**config.mk**
```make
export PLATFORM = sky130hd
export DESIGN_NAME = mem_port_arbiter
export DESIGN_NICKNAME = d
export VERILOG_FILES = /design/src/rtl/mem_arb_pkg.sv /design/src/rtl/mem_arb_req_hold.sv /design/src/rtl/mem_port_arbiter.sv
export SDC_FILE = /design/constraint.sdc
export NUM_CORES = 1
export LEC_CHECK = 0
export CAP_MARGIN = 20
export CORE_MARGIN = 3
export CORE_UTILIZATION = 32
export CTS_CLUSTER_SIZE = 40
export DETAILED_ROUTE_END_ITERATION = 6
export GPL_TIMING_DRIVEN = 0
export MAX_ROUTING_LAYER = met4
export PLACE_DENSITY = 0.78
export REMOVE_ABC_BUFFERS = 1
export SYNTH_ARGS = -nofsm -noshare
export SYNTH_HDL_FRONTEND = slang
export SYNTH_HIERARCHICAL = 1
export SYNTH_SLANG_ARGS = --single-unit
```
**constraint.sdc**
```tcl
create_clock -name CLK -period 2.06 [get_ports CLK]
set_input_delay 0.618 -clock CLK [delete_from_list [all_inputs] [get_ports CLK]]
set_output_delay 0.618 -clock CLK [all_outputs]
set_load 0.02 [all_outputs]
```
**src/rtl/mem_arb_pkg.sv**
```systemverilog
`default_nettype none
// ============================================================================
//  Module      : mem_arb_pkg
//  Description : Shared definitions for the unified memory-port arbiter.
//                Holds the grant-state encoding, the enable-bit positions
//                inside the read/write control buses, and the default
//                control code driven for an instruction fetch.
//  Revision    : 1.0 - initial release
// ============================================================================
package mem_arb_pkg;

    // Grant state of the shared port
    typedef enum logic [1:0] {
        IDLE  = 2'd0,
        I_GNT = 2'd1,
        D_GNT = 2'd2
    } arb_state_t;

    // Enable-bit positions in the read (4-bit) and write (3-bit) controls
    localparam int READ_EN_BIT  = 3;
    localparam int WRITE_EN_BIT = 2;

    // Word read: enable bit set, funct3 = 3'b010
    localparam logic [3:0] IFETCH_CTRL_DEFAULT = 4'b1010;

endpackage : mem_arb_pkg
`default_nettype wire

```
**src/rtl/mem_arb_req_hold.sv**
```systemverilog
`default_nettype none
// ============================================================================
//  Module      : mem_arb_req_hold
//  Description : Hold registers for the requester that currently owns the
//                memory port. Address, controls and store data are captured
//                once when a grant is made, so the memory side sees stable
//                values for the whole transaction regardless of what the
//                requester does meanwhile.
//  Ports       : CLK, RESET         - clock, synchronous active-high reset
//                i_load_fetch       - capture a fetch transaction
//                i_load_data        - capture a data transaction
//                i_release          - transaction completed, drop controls
//                i_fetch_addr       - fetch address
//                i_d_read/i_d_write - data read/write controls
//                i_d_addr           - data address
//                i_d_writedata      - store data
//                o_m_*              - registered memory-port drive
//  Revision    : 1.0 - initial release
// ============================================================================
module mem_arb_req_hold
    import mem_arb_pkg::*;
#(
    parameter logic [3:0] IFETCH_CTRL = IFETCH_CTRL_DEFAULT
) (
    input  logic        CLK,
    input  logic        RESET,
    input  logic        i_load_fetch,
    input  logic        i_load_data,
    input  logic        i_release,
    input  logic [31:0] i_fetch_addr,
    input  logic [3:0]  i_d_read,
    input  logic [2:0]  i_d_write,
    input  logic [31:0] i_d_addr,
    input  logic [31:0] i_d_writedata,
    output logic [3:0]  o_m_read,
    output logic [2:0]  o_m_write,
    output logic [31:0] o_m_addr,
    output logic [31:0] o_m_writedata
);

    logic [3:0]  r_read;
    logic [2:0]  r_write;
    logic [31:0] r_addr;
    logic [31:0] r_wdata;

    // Only the controls are dropped on completion so the memory does not
    // see a second request during the idle cycle between grants. Address
    // and data simply keep their last value until the next capture.
    always_ff @(posedge CLK) begin
        if (RESET) begin
            r_read  <= '0;
            r_write <= '0;
            r_addr  <= '0;
            r_wdata <= '0;
        end else if (i_load_data) begin
            r_read  <= i_d_read;
            r_write <= i_d_write;
            r_addr  <= i_d_addr;
            r_wdata <= i_d_writedata;
        end else if (i_load_fetch) begin
            r_read  <= IFETCH_CTRL;
            r_write <= '0;
            r_addr  <= i_fetch_addr;
            r_wdata <= '0;
        end else if (i_release) begin
            r_read  <= '0;
            r_write <= '0;
        end
    end

    assign o_m_read      = r_read;
    assign o_m_write     = r_write;
    assign o_m_addr      = r_addr;
    assign o_m_writedata = r_wdata;

endmodule : mem_arb_req_hold
`default_nettype wire

```
**src/rtl/mem_port_arbiter.sv**
```systemverilog
`default_nettype none
// ============================================================================
//  Module      : mem_port_arbiter
//  Description : Shares one 32-bit memory port between the CPU instruction
//                fetch port and data port. Data has priority; after
//                MAX_D_STREAK consecutive data grants with a fetch waiting,
//                the fetch is served next. Each transaction ends on a
//                single-cycle M_ACK and is followed by one idle cycle.
//  Ports       : CLK, RESET                 - clock, sync active-high reset
//                I_READ/I_ADDR              - fetch request / address
//                I_READDATA/I_BUSYWAIT      - fetch data / stall
//                D_READ/D_WRITE             - data controls (enable in MSB)
//                D_ADDR/D_WRITEDATA         - data address / store data
//                D_READDATA/D_BUSYWAIT      - load data / stall
//                M_READ/M_WRITE/M_ADDR/
//                M_WRITEDATA                - registered memory drive
//                M_READDATA/M_ACK           - memory response
//                PERF_*                     - performance counters (optional)
//  Options     : MEM_ARB_PERF_CNT_EN - adds PERF_I_GRANTS, PERF_D_GRANTS,
//                PERF_I_STALL, PERF_D_STALL (32-bit, wrapping).
//  Revision    : 1.0 - initial release
// ============================================================================
module mem_port_arbiter
    import mem_arb_pkg::*;
#(
    parameter int         MAX_D_STREAK = 4,
    parameter logic [3:0] IFETCH_CTRL  = IFETCH_CTRL_DEFAULT
) (
    input  logic        CLK,
    input  logic        RESET,
    input  logic        I_READ,
    input  logic [31:0] I_ADDR,
    output logic [31:0] I_READDATA,
    output logic        I_BUSYWAIT,
    input  logic [3:0]  D_READ,
    input  logic [2:0]  D_WRITE,
    input  logic [31:0] D_ADDR,
    input  logic [31:0] D_WRITEDATA,
    output logic [31:0] D_READDATA,
    output logic        D_BUSYWAIT,
    output logic [3:0]  M_READ,
    output logic [2:0]  M_WRITE,
    output logic [31:0] M_ADDR,
    output logic [31:0] M_WRITEDATA,
    input  logic [31:0] M_READDATA,
    input  logic        M_ACK
`ifdef MEM_ARB_PERF_CNT_EN
    ,
    output logic [31:0] PERF_I_GRANTS,
    output logic [31:0] PERF_D_GRANTS,
    output logic [31:0] PERF_I_STALL,
    output logic [31:0] PERF_D_STALL
`endif
);

    localparam int                c_STREAK_W   = $clog2(MAX_D_STREAK + 1);
    localparam logic [c_STREAK_W-1:0] c_STREAK_MAX = c_STREAK_W'(MAX_D_STREAK);

    arb_state_t             r_state;
    arb_state_t             w_state_next;
    logic [c_STREAK_W-1:0]  r_d_streak;
    logic [c_STREAK_W-1:0]  w_d_streak_next;

    logic        w_d_req;
    logic        w_streak_full;
    logic        w_grant_i;
    logic        w_grant_d;
    logic        w_release;
    logic        w_i_done;
    logic        w_d_done;
    logic [2:0]  w_m_write;

    assign w_d_req       = D_READ[READ_EN_BIT] | D_WRITE[WRITE_EN_BIT];
    assign w_streak_full = (r_d_streak == c_STREAK_MAX);

    // ------------------------------------------------------------------
    // State register
    // ------------------------------------------------------------------
    always_ff @(posedge CLK) begin
        if (RESET) begin
            r_state    <= IDLE;
            r_d_streak <= '0;
        end else begin
            r_state    <= w_state_next;
            r_d_streak <= w_d_streak_next;
        end
    end

    // ------------------------------------------------------------------
    // Next-state, grant strobes and streak bookkeeping
    // ------------------------------------------------------------------
    always_comb begin
        w_state_next    = r_state;
        w_d_streak_next = r_d_streak;
        w_grant_i       = 1'b0;
        w_grant_d       = 1'b0;

        case (r_state)
            IDLE: begin
                // A full streak with a fetch waiting yields to the fetch
                if (w_d_req && !(I_READ && w_streak_full)) begin
                    w_state_next = D_GNT;
                    w_grant_d    = 1'b1;
                    if (!I_READ) begin
                        w_d_streak_next = '0;
                    end else if (!w_streak_full) begin
                        w_d_streak_next = r_d_streak + c_STREAK_W'(1);
                    end
                end else if (I_READ) begin
                    w_state_next    = I_GNT;
                    w_grant_i       = 1'b1;
                    w_d_streak_next = '0;
                end else begin
                    w_d_streak_next = '0;
                end
            end
            I_GNT: begin
                if (M_ACK) begin
                    w_state_next = IDLE;
                end
            end
            D_GNT: begin
                if (M_ACK) begin
                    w_state_next = IDLE;
                end
            end
            default: begin
                w_state_next = IDLE;
            end
        endcase
    end

    assign w_release = (r_state != IDLE) && M_ACK;
    assign w_i_done  = (r_state == I_GNT) && M_ACK;
    assign w_d_done  = (r_state == D_GNT) && M_ACK;

    // ------------------------------------------------------------------
    // Captured transaction drives the memory port
    // ------------------------------------------------------------------
    mem_arb_req_hold #(
        .IFETCH_CTRL (IFETCH_CTRL)
    ) u_req_hold (
        .CLK           (CLK),
        .RESET         (RESET),
        .i_load_fetch  (w_grant_i),
        .i_load_data   (w_grant_d),
        .i_release     (w_release),
        .i_fetch_addr  (I_ADDR),
        .i_d_read      (D_READ),
        .i_d_write     (D_WRITE),
        .i_d_addr      (D_ADDR),
        .i_d_writedata (D_WRITEDATA),
        .o_m_read      (M_READ),
        .o_m_write     (w_m_write),
        .o_m_addr      (M_ADDR),
        .o_m_writedata (M_WRITEDATA)
    );

    assign M_WRITE = w_m_write;

    // ------------------------------------------------------------------
    // Stalls and read data returned to the CPU
    // ------------------------------------------------------------------
    assign I_BUSYWAIT = I_READ  & ~w_i_done;
    assign D_BUSYWAIT = w_d_req & ~w_d_done;

    assign I_READDATA = w_i_done ? M_READDATA : '0;
    // A store's memory response carries no load data
    assign D_READDATA = (w_d_done && !w_m_write[WRITE_EN_BIT]) ? M_READDATA : '0;

`ifdef MEM_ARB_PERF_CNT_EN
    logic [31:0] r_perf_i_grants;
    logic [31:0] r_perf_d_grants;
    logic [31:0] r_perf_i_stall;
    logic [31:0] r_perf_d_stall;

    always_ff @(posedge CLK) begin
        if (RESET) begin
            r_perf_i_grants <= '0;
            r_perf_d_grants <= '0;
            r_perf_i_stall  <= '0;
            r_perf_d_stall  <= '0;
        end else begin
            if (w_grant_i)  r_perf_i_grants <= r_perf_i_grants + 32'd1;
            if (w_grant_d)  r_perf_d_grants <= r_perf_d_grants + 32'd1;
            if (I_BUSYWAIT) r_perf_i_stall  <= r_perf_i_stall  + 32'd1;
            if (D_BUSYWAIT) r_perf_d_stall  <= r_perf_d_stall  + 32'd1;
        end
    end

    assign PERF_I_GRANTS = r_perf_i_grants;
    assign PERF_D_GRANTS = r_perf_d_grants;
    assign PERF_I_STALL  = r_perf_i_stall;
    assign PERF_D_STALL  = r_perf_d_stall;
`endif

endmodule : mem_port_arbiter
`default_nettype wire
```
Yosys cells after proc, flatten, opt, wreduce, memory -nomap -nowiden. Cells that the tools add are included.

Multiplexer cells: 24. Equal/unequal tests: 6. Bitwise logic cells: 5. Reductions and logical operators: 15. $add $sub $neg: 1.

Operators with widths (count): 2-to-1 mux 32 bit (6); 2-to-1 mux 3 bit (6); 2-to-1 mux 4 bit (3); logical AND 1 bit (6); 2-to-1 mux 2 bit (3); != test 3 bit (second input constant) (2); 2-to-1 mux 1 bit (5); case mux 2 bit (2 select lines) (1); AND reduction 2 bit (2); nonzero test 2 bit (2); adder 3 x 1 -> 3 bit (second input constant) (1); == test 3 bit (second input constant) (1); nonzero test 3 bit (1); bitwise AND 1 bit (2); == test 2 x 1 -> 1 bit (second input constant) (1); == test 2 bit (second input constant) (1); zero test 1 bit (2); zero test 2 bit (1); != test 2 x 1 -> 1 bit (second input constant) (1); NOT 1 bit (2); OR reduction 2 bit (1); bitwise OR 1 bit (1).

Register bits: 76. Word-level logic and storage cells: 57. Input bits: 139.

Depth between registers and ports, before layout.
Depth after elaboration: 8. Mapped depth: 9. Mapped depth without buffers: 6.

By module. The synthesis kept the hierarchy.

Modules (own cells, without submodules): mem_arb_req_hold (cells an instance 316, area each 3032.9 um^2, times used 1); mem_port_arbiter (cells an instance 121, area each 824.5 um^2, times used 1).

Worst setup path before layout. OpenSTA, ideal clock, no wires.

Path kind: input port to output port. From: in M_ACK. To: out I_BUSYWAIT. Slack: 0 ps. Buffers on the path: 2. Data required time: 1442 ps. Data arrival time: 1442 ps. Stages on the path: 3. Cell sequence: buf_2 -> clkbuf_1 -> a21boi_0.

Word-level cells in the longest chain between the ends: 3.

RTL lines: start: declaration (RTL line mem_port_arbiter.sv:46) `input logic M_ACK`; logical AND 1 bit (RTL line mem_port_arbiter.sv:134) `assign w_i_done = (r_state == I_GNT) && M_ACK;`; NOT 1 bit (RTL line mem_port_arbiter.sv:164) `assign I_BUSYWAIT = I_READ & ~w_i_done;`; bitwise AND 1 bit (RTL line mem_port_arbiter.sv:164); end: declaration (RTL line mem_port_arbiter.sv:34) `output logic I_BUSYWAIT,`.

No other way between the ends.

Worst setup path in the final report.
From: in M_READDATA[7]. To: out I_READDATA[7].

Word-level cells in the longest chain between the ends: 1.

RTL lines: start: declaration (RTL line mem_port_arbiter.sv:45) `input logic [31:0] M_READDATA,`; 2-to-1 mux 32 bit (RTL line mem_port_arbiter.sv:167) `assign I_READDATA = w_i_done ? M_READDATA : '0;`; end: declaration (RTL line mem_port_arbiter.sv:33) `output logic [31:0] I_READDATA,`.

No other way between the ends.

==> flow_summary.ini <==
[run_status]
outcome = complete, but fails checks
violations = negative setup slack

[critical_path]
setup.reg_to_reg.worst_slack_ns = 0.13
crit_required_ns = 1.44
path_max_fanout = 2
critPathCaptureType = output pin
series_of_cell_instances_along_the_critical_path = clkdlybuf4s50_1 > and3_1 > buf_6
critPathSlowestCell = clkdlybuf4s50_1
critical_path.startpoint_type = input port
critical_path.max_stage_delay_ns = 0.53
worstSetupPathType = in -> out
arrival_time_of_data_at_the_critical_path_endpoint_ns = 1.48

[timing]
final_min_period_over_clock_period = 1.020
worst-slew-pin-transition_ns = 0.7665
hold_viol_final = 0
slew_headroom = 0.4890
final_report_max_slew_violation_count = 0
finalSetupViolations = 20
rsz0062_at_grt = yes
worst_clock_skew_ns = 0.007851
achievable-frequency_ghz = 0.4759
finalCriticalPeriod_ns = 2.101
final.setup.worst_slack_ns = -0.04115
setup_tns_ns = -0.2874

[synthesis]
synth_sequential_area_ratio = 0.3944
post_synth.cell_area_avg_um2 = 8.827
synth-warning-count = 6
synth.ff_latch_count = 76
post_synth_instance_area_mm2 = 0.003857
synthCells = 437
synthDominantCellAreaShare = 0.3944
count_of_distinct_cell_types_in_the_synthesized_netlist = 31
synth_top_cells_by_area = dfxtp_1 (39%), mux2i_1 (8.6%), or3b_1 (7.3%), a211oi_1 (6.2%), nor2b_1 (5.7%)
synthDominantAreaCellType = dfxtp_1

[finish]
final_net_count = 855
finish.instance_area_mm2 = 0.007457
area.growth.synth_to_final_pct = 93.32
drive_above_1_share = 0.2263
final_util = 0.6421
insertedDiodeCount = 0
layout.cells.non_filler = 859

[cts]
cts_buffer_depth = 2
htree_levels = 3
clock_pin_slew_worst_setup_and_hold_paths_ns = 0.06
cts_tree = yes
clock_tree.root_cell = clkbuf_16
clock_sink_count = 76
clk-insertion-delay-late_ns = 0.33
cts_made_buffers = 9
holdBufCountCts = 0

[grt]
grt_start_max_net_pins = 41
grt_antenna_before_repair = 0
grt_overflow_total = 0
number_of_global_route_vias_before_repair = 4461
track_usage = 0.2319
grt_first_pass_wirelength_um = 23350

[job]
drv.max_cap_violation_count = 0

[placement]
io_buffer_count = 275
globalplace.congestion = 0.8000
detailed_place.area_mm2 = 0.006658
dp_hpwl_um = 10220
dp.cells = 817
pre_cts_ws_ns = -2.060

[power_and_ir_drop]
power.leakage_nw = 2.991
p_per_area_mw_per_mm2 = 649.9
peakVddDrop_v = 0.0003672

[floorplanning]
fp.coreArea_mm2 = 0.01161
floorplan.die.height_um = 115.8
design.die.area_mm2 = 0.01341
pin_count = 276
initial_util = 0.3321
die_width_um = 115.8
fp-row-count = 39

[hold_path]
hold_class = reg -> reg

[drt]
drt-pass1-iter-count = 4
detailroute.via_count = 4392
remaining_drc_errors = 0
initialDrtViolationCount = 136
detail_route.vias_per_cell = 5.113
postRouteAntennaNets = 0
postRouteWirelength_um = 16120
routed_wire_length_per_instance_um = 18.77
[cell usage in the layout (no fill, tap or decap), types with 4 or more instances in the layout]
| cell | n |
|---|---|
| clkdlybuf4s50_1 | 201 |
| or4b_1 | 5 |
| buf_6 | 68 |
| a211oi_1 | 32 |
| or3b_1 | 32 |
| clkbuf_16 | 10 |
| mux2i_1 | 33 |
| nand2b_1 | 4 |
| dfxtp_1 | 74 |
| buf_12 | 5 |
| buf_4 | 12 |
| a21oi_1 | 40 |
| nor2b_1 | 35 |
| and2_4 | 30 |
| inv_1 | 5 |
| nand2_1 | 38 |
| clkinvlp_4 | 4 |
| and3_1 | 31 |
| and3_4 | 5 |
[what timing repair did]
item	4_1_cts	5_1_grt
pin swaps	7	20
endpoints found under the setup margin	138	84
gates cloned	7	2
gates resized for setup	340	134
setup buffers	14	3
[cell families (layout without fill, tap and decap cells)]
group | after synthesis | after routing | share of synthesized area
compound gates | 81 | 81 | 0.1317
fa+ha+maj | 5 | 5 | 0.01622
buf+inv | 49 | 322 | 0.05936
flops | 76 | 76 | 0.3944
mux | 33 | 33 | 0.08563
simple gates | 193 | 199 | 0.3127
[per-layer routing]
layer / global-route usage / wire length [um] / vias up
met5: - / 0 / -
met4: 0.08507 / 478 / 0
met3: 0.06319 / 1206 / 26
met2: 0.4139 / 8233 / 200
met1: 0.2443 / 6205 / 2073
li1: - / - / 2093
[through the flow]
stage                     total power, mW  hold slack (ns)
after floorplan                     2.367           0.4572
after global placement              3.140           0.4717
after detailed placement            3.162           0.4896
after CTS                           4.794           0.5006
after global routing                5.065           0.5324
final                               4.846           0.4967
[state kept, by name (all words and copies together), names as in the netlist]
signal and count:
r_d_streak 3, r_state 2, u_req_hold/o_m_addr 32, u_req_hold/o_m_writedata 32
u_req_hold/o_m_write 3, u_req_hold/o_m_read 4
[layout make-up]
cell class,instances,area (um2)
flip-flops and latches,76,1524
clock buffers,13,270.3
inverters,8,33.78
well taps,143,178.9
fillers,932,4156
repair inverters,1,7.507
repair buffers,297,3088
multi-input cells,318,2335
clock inverters,3,20.02
[Yosys cell counts]
library cell,number
nand2b_1,4
ha_1,5
mux2i_1,33
nand3_1,1
nand4_1,3
o2111ai_1,1
or3_1,1
buf_2,9
or3b_1,32
o21ai_0,2
or2_2,1
a211oi_1,32
a31oi_1,1
a21oi_1,40
a21boi_0,1
a21oi_2,1
clkbuf_1,27
nor2_2,1
and3_1,33
dfxtp_1,76
inv_1,8
or4b_1,5
nor2b_1,35
buf_4,1
nor4b_2,1
a2bb2oi_1,1
a221oi_1,2
buf_6,4
and2_1,33
nor2_1,4
nand2_1,39
[worst max-delay path, delay by kind of cell]
kind,cells,cell delay (ns)
buffers and inverters,2,0.66
AND/OR/NAND/NOR,1,0.21
[power breakdown]
group | internal (mW) | switching [mW] | leakage (nW)
Clock | 0.913 | 0.601 | 0.138
Combinational | 0.848 | 0.779 | 2.22
Sequential | 1.62 | 0.0815 | 0.630
Total | 3.38 | 1.46 | 2.99
[worst paths after layout]
| kind | start | end | cells past startpoint |
|---|---|---|---|
| setup / recovery | M_READDATA[7] | I_READDATA[7] | 3 |
| hold / removal | u_req_hold/o_m_read[3] | u_req_hold/o_m_read[3] | 2 |
| setup reg to reg | r_d_streak[0] | u_req_hold/o_m_writedata[23] | 8 |
| hold reg to reg | u_req_hold/o_m_read[3] | u_req_hold/o_m_read[3] | 2 |
(Power assumes the default switching activity.)
